`src/rtl/element_rotate_sel.sv`:
```
// element_rotate_sel
//   Rotating (data-weighted averaging) selector for a 6-element unit array.
//   Each consumed sample asks for `beta` elements at the one level and `gama`
//   elements at the zero level. The elements are taken as one contiguous
//   cyclic run that starts at the rotation pointer. The ones come first and
//   the zeros follow them. In rotating mode the pointer then advances past
//   the whole run. In static mode the run always starts at element 0.
//
// Ports
//   clk        rising-edge clock
//   rstn       asynchronous active-low reset
//   clk_en     sample strobe; one sample is consumed per cycle with clk_en=1
//   gama[1:0]  number of elements driven to the zero level (0..3)
//   beta[1:0]  number of elements driven to the one level (0..3)
//   mode       0 = rotating selection, 1 = static selection from element 0
//   sel_one    registered mask of elements set to one
//   sel_zero   registered mask of elements set to zero
//   out_valid  registered pulse, high the cycle after a consumed sample
//   ptr        current rotation pointer (0..5)
module element_rotate_sel (
  input  logic       clk,
  input  logic       rstn,
  input  logic       clk_en,
  input  logic [1:0] gama,
  input  logic [1:0] beta,
  input  logic       mode,
  output logic [5:0] sel_one,
  output logic [5:0] sel_zero,
  output logic       out_valid,
  output logic [2:0] ptr
);

  // Reduce a sum of at most 11 to the range 0..5. One subtraction is enough.
  function automatic logic [2:0] wrap6(input logic [3:0] s);
    logic [3:0] r;
    r = (s >= 4'd6) ? (s - 4'd6) : s;
    return r[2:0];
  endfunction

  // Rotate a 6-bit mask left by p positions, where p is 0..5.
  function automatic logic [5:0] rotl6(input logic [5:0] m, input logic [2:0] p);
    logic [11:0] d;
    d = {m, m} << p;
    return d[11:6];
  endfunction

  logic [5:0] sel_one_p1;
  logic [5:0] sel_zero_p1;
  logic       vld_p1;
  logic [2:0] ptr_p1;

  logic [2:0] eff_ptr_p0;
  logic [2:0] tot_p0;
  logic [5:0] run_one_p0;
  logic [5:0] run_all_p0;
  logic [5:0] one_p0;
  logic [5:0] zero_p0;
  logic [3:0] sum_p0;
  logic [2:0] ptr_next_p0;

  // ---- stage p0: masks from the pre-update pointer, next pointer ----
  always_comb begin
    eff_ptr_p0  = mode ? 3'd0 : ptr_p1;
    tot_p0      = {1'b0, beta} + {1'b0, gama};
    // The ones and zeros are unrotated runs anchored at bit 0.
    // The ones occupy the low beta bits. The zeros occupy the next gama bits.
    run_one_p0  = (6'd1 << beta) - 6'd1;
    run_all_p0  = 6'((7'd1 << tot_p0) - 7'd1);
    one_p0      = rotl6(run_one_p0, eff_ptr_p0);
    zero_p0     = rotl6(run_all_p0 & ~run_one_p0, eff_ptr_p0);
    sum_p0      = {1'b0, ptr_p1} + {1'b0, tot_p0};
    ptr_next_p0 = mode ? 3'd0 : wrap6(sum_p0);
  end

  // ---- stage p1: registered outputs and pointer state ----
  always_ff @(posedge clk or negedge rstn) begin
    if (!rstn) begin
      sel_one_p1  <= '0;
      sel_zero_p1 <= '0;
      vld_p1      <= 1'b0;
      ptr_p1      <= '0;
    end else begin
      vld_p1 <= clk_en;
      if (clk_en) begin
        sel_one_p1  <= one_p0;
        sel_zero_p1 <= zero_p0;
        ptr_p1      <= ptr_next_p0;
      end
    end
  end

  assign sel_one   = sel_one_p1;
  assign sel_zero  = sel_zero_p1;
  assign out_valid = vld_p1;
  assign ptr       = ptr_p1;

endmodule

```
`config.mk`:
```
export PLATFORM = sky130hd
export DESIGN_NAME = element_rotate_sel
export DESIGN_NICKNAME = d
export VERILOG_FILES = /design/src/rtl/element_rotate_sel.sv
export SDC_FILE = /design/constraint.sdc
export NUM_CORES = 1
export LEC_CHECK = 0
export CORE_MARGIN = 1
export CORE_UTILIZATION = 40
export DETAILED_ROUTE_END_ITERATION = 10
export SYNTH_ARGS = -nofsm -noshare
export SYNTH_HDL_FRONTEND = slang
export SYNTH_SLANG_ARGS = --single-unit
```
`constraint.sdc`:
```
create_clock -name clk -period 4.4 [get_ports clk]
set_input_delay 0.88 -clock clk [delete_from_list [all_inputs] [get_ports clk]]
set_output_delay 0.88 -clock clk [all_outputs]
set_load 0.005 [all_outputs]
```
==> results.tsv <==
metric	value	unit
status	completed	
P per Cell Area	416	mW/mm^2
final setup fails	0	
GR Util met2	0.361	
syn_area_per_cell	8.43	sq um
clk buf depth	2	
most area-hungry cell type in the Yosys netlist	dfrtp_1	
combinational power share	0.529	
largest net degree at the start of global routing	27	
H-Tree Depth	1	
post-synth cell types	50	
Setup TNS Final	0	ns
chip width	60.4	um
final worst-path cycle share	0.828	
die area	0.00365	sq mm
Area contributors post-synth	dfrtp_1 29%, nor2_1 5.8%, ha_1 5.5%	
CTS Buf Count	3	
Synth Instances	162	
diode count	0	
# fillers	316	
measured slew at the worst slew-check pin	0.866	ns
crit path DAT	3.77	ns
GRT Max-Usage Layer	met2	
Seq cells post-synth	16	
commonest non-fill, non-tap cells in the layout	23 x clkdlybuf4s50_1, 21 x nor2_1, 16 x nand2_1, 16 x dfrtp_1, 9 x nand2b_1	
CTS tree	built	
number of DRC markers in iteration 0	49	
die height	60.4	um
Period minus WS final	3.65	ns
Clock Pin Slew Worst Setup and Hold Paths	0.09	ns
PortBufs	23	
Slew Limit Fails	0	
post-route cell area	0.00165	sq mm
Pre-Repair DR Iteration Count	4	
Int Power	426	uW
Max-Cap Viols	0	
Setup crit end kind	register	
switching part of the total	0.381	
Post-Syn Area	0.00137	sq mm
Post-DP Area	0.00162	sq mm
fin nets	200	
hpwl dp	2540	um
Post-CTS Resized	0	
GRT overflow	0	
sequential fraction of the synthesis area	0.293	
fmax	274	MHz
first-pass GRT wire length	5870	um
Initial Utilization	0.433	
Synth Flop Type	dfrtp_1	
RePlAce Congestion	0.841	
kind of critical path	input port to register	
antenna viol nets, final	0	
hold_buf cts	0	
syn nets	178	
GRT Overall Usage	0.213	
clock skew	0.00492	ns
Slew headroom	0.421	
hold crit path type	register to register	
CP required	4.52	ns
core area	0.00315	sq mm
r2r setup slk	2.34	ns
leakage	0.669	nW
CP startpoint kind	input port	
clock root buffer master	clkbuf_4	
met1 Track Usage GR	0.283	
area fraction of the dominant cell type after synthesis	0.293	
routed vias/inst	5.88	
Setup Fix Bufs, Post-CTS	0	
Clk pwr share	0.140	
Post-Route WL	3290	um
WL/cell	14.5	um
IR drop worst, VDD	0.194	mV
synth warn	0	
antenna violations before repair	0	
final hold violations	0	
Skew-Pair Late Insertion Delay	0.28	ns
routed vias	1334	
vias in the first global route	1296	
DRC violations left	0	
most common cell after layout, fill and taps aside	clkdlybuf4s50_1	
Switch Pwr	262	uW
area delta synth->final	21.0	%
clock sinks	16	
RSZ-0062 raised after global routing	no	
crit-path max FO	7	
Flop pwr share	0.330	
fraction of layout cells with a size suffix above 1	0.104	
Post-synth EDFFs	0	
IO Pins	24	
Async SR Flop Fraction	1.00	
met3 GRT Util	0.0448	
row cnt	20	
## state kept, by name, indices dropped and copies added, names as in the netlist
signal / cells
ptr: 3
sel_zero: 6
out_valid: 1
sel_one: 6
## cell usage after synthesis (2+ instances only)
| library cell | instances |
|---|---|
| fa_1 | 2 |
| nor2_1 | 21 |
| mux2_2 | 2 |
| nand2_1 | 16 |
| a31oi_1 | 2 |
| o22a_1 | 3 |
| buf_6 | 2 |
| o21ai_1 | 5 |
| buf_2 | 4 |
| nand2b_1 | 9 |
| a211oi_1 | 2 |
| a2111oi_0 | 2 |
| o41ai_1 | 2 |
| a22oi_1 | 2 |
| a21oi_1 | 6 |
| dfrtp_1 | 16 |
| o21ai_0 | 4 |
| o221ai_1 | 3 |
| nand3_1 | 3 |
| clkbuf_1 | 2 |
| ha_1 | 6 |
| a311oi_1 | 2 |
| o22ai_1 | 3 |
| nor3_1 | 7 |
| inv_1 | 6 |
| buf_4 | 2 |
| nor2b_1 | 5 |
## path summary, 6_finish.rpt
kind | startpoint | to | cells past startpoint
worst max-delay path | beta[0] | sel_zero[5]$_DFFE_PN0P_ | 10
worst min-delay path | sel_zero[4]$_DFFE_PN0P_ | sel_zero[4]$_DFFE_PN0P_ | 2
worst max register to register | ptr[1]$_DFFE_PN0P_ | sel_zero[5]$_DFFE_PN0P_ | 4
worst min register to register | sel_zero[4]$_DFFE_PN0P_ | sel_zero[4]$_DFFE_PN0P_ | 2
max in group asynchronous | rstn | sel_zero[2]$_DFFE_PN0P_ | 1
min in group asynchronous | rstn | sel_one[0]$_DFFE_PN0P_ | 1
## worst max-delay path, stage by stage
cell and delay [ns]:
clkdlybuf4s50_1 0.43, ha_1 0.20, fa_1 0.44, or3_1 0.42
ha_1 0.30, and3_1 0.22, a311oi_2 0.24, nor2_2 0.09
a2111oi_0 0.46, a311oi_1 0.08
## cells by family (layout without fill, tap and decap cells)
family                     after synthesis  in the layout  share of synthesized area
and+or+nand+nor                         71             71                      0.273
AOI/OAI and AO/OA                       45             45                      0.237
DFF                                     16             16                      0.293
buffers and inverters                   16             37                     0.0641
adders and majority gates                9              9                     0.0925
muxes                                    4              4                     0.0339
xor gates and xnor gates                 1              1                    0.00641
## layer usage
metal	routed length, um	up-vias	part of all wire
li1	-	646	-
met1	1500	653	0.46
met2	1640	31	0.50
met3	126	4	0.038
met4	25	0	0.0076
met5	0	-	0
## power groups by stage
| stage | combinational (mW) | clock (mW) | sequential, mW |
|---|---|---|---|
| 6_report | 0.364 | 0.0966 | 0.227 |
| 5_1_grt | 0.413 | 0.108 | 0.235 |
| 4_1_cts | 0.367 | 0.100 | 0.228 |
| 3_5_place_dp | 0.365 | 0 | 0.231 |
| 3_3_place_gp | 0.358 | 0 | 0.230 |
| 2_1_floorplan | 0.235 | 0 | 0.222 |
## metrics by stage
step	util	cells	power, mW	hold slack, ns	setup WS (ns)
finish	0.524	227	0.688	0.504	0.755
global route	0.524	227	0.757	0.543	0.563
CTS	0.524	227	0.695	0.509	0.805
detailed placement	0.513	223	0.596	0.482	0.501
global placement	0.513	223	0.587	0.490	0.592
floorplan	-	162	0.458	0.486	0.929
## area by class of cell
class	count	area, sq um	area share
Clock buffer	4	36.3	0.0220
Tap cell	44	55.1	0.0333
Multi-Input combinational cell	130	878	0.531
Sequential cell	16	400	0.242
Timing Repair Buffer	27	260	0.157
Inverter	6	22.5	0.0136
Note: power is estimated with default switching activity, not from simulation.
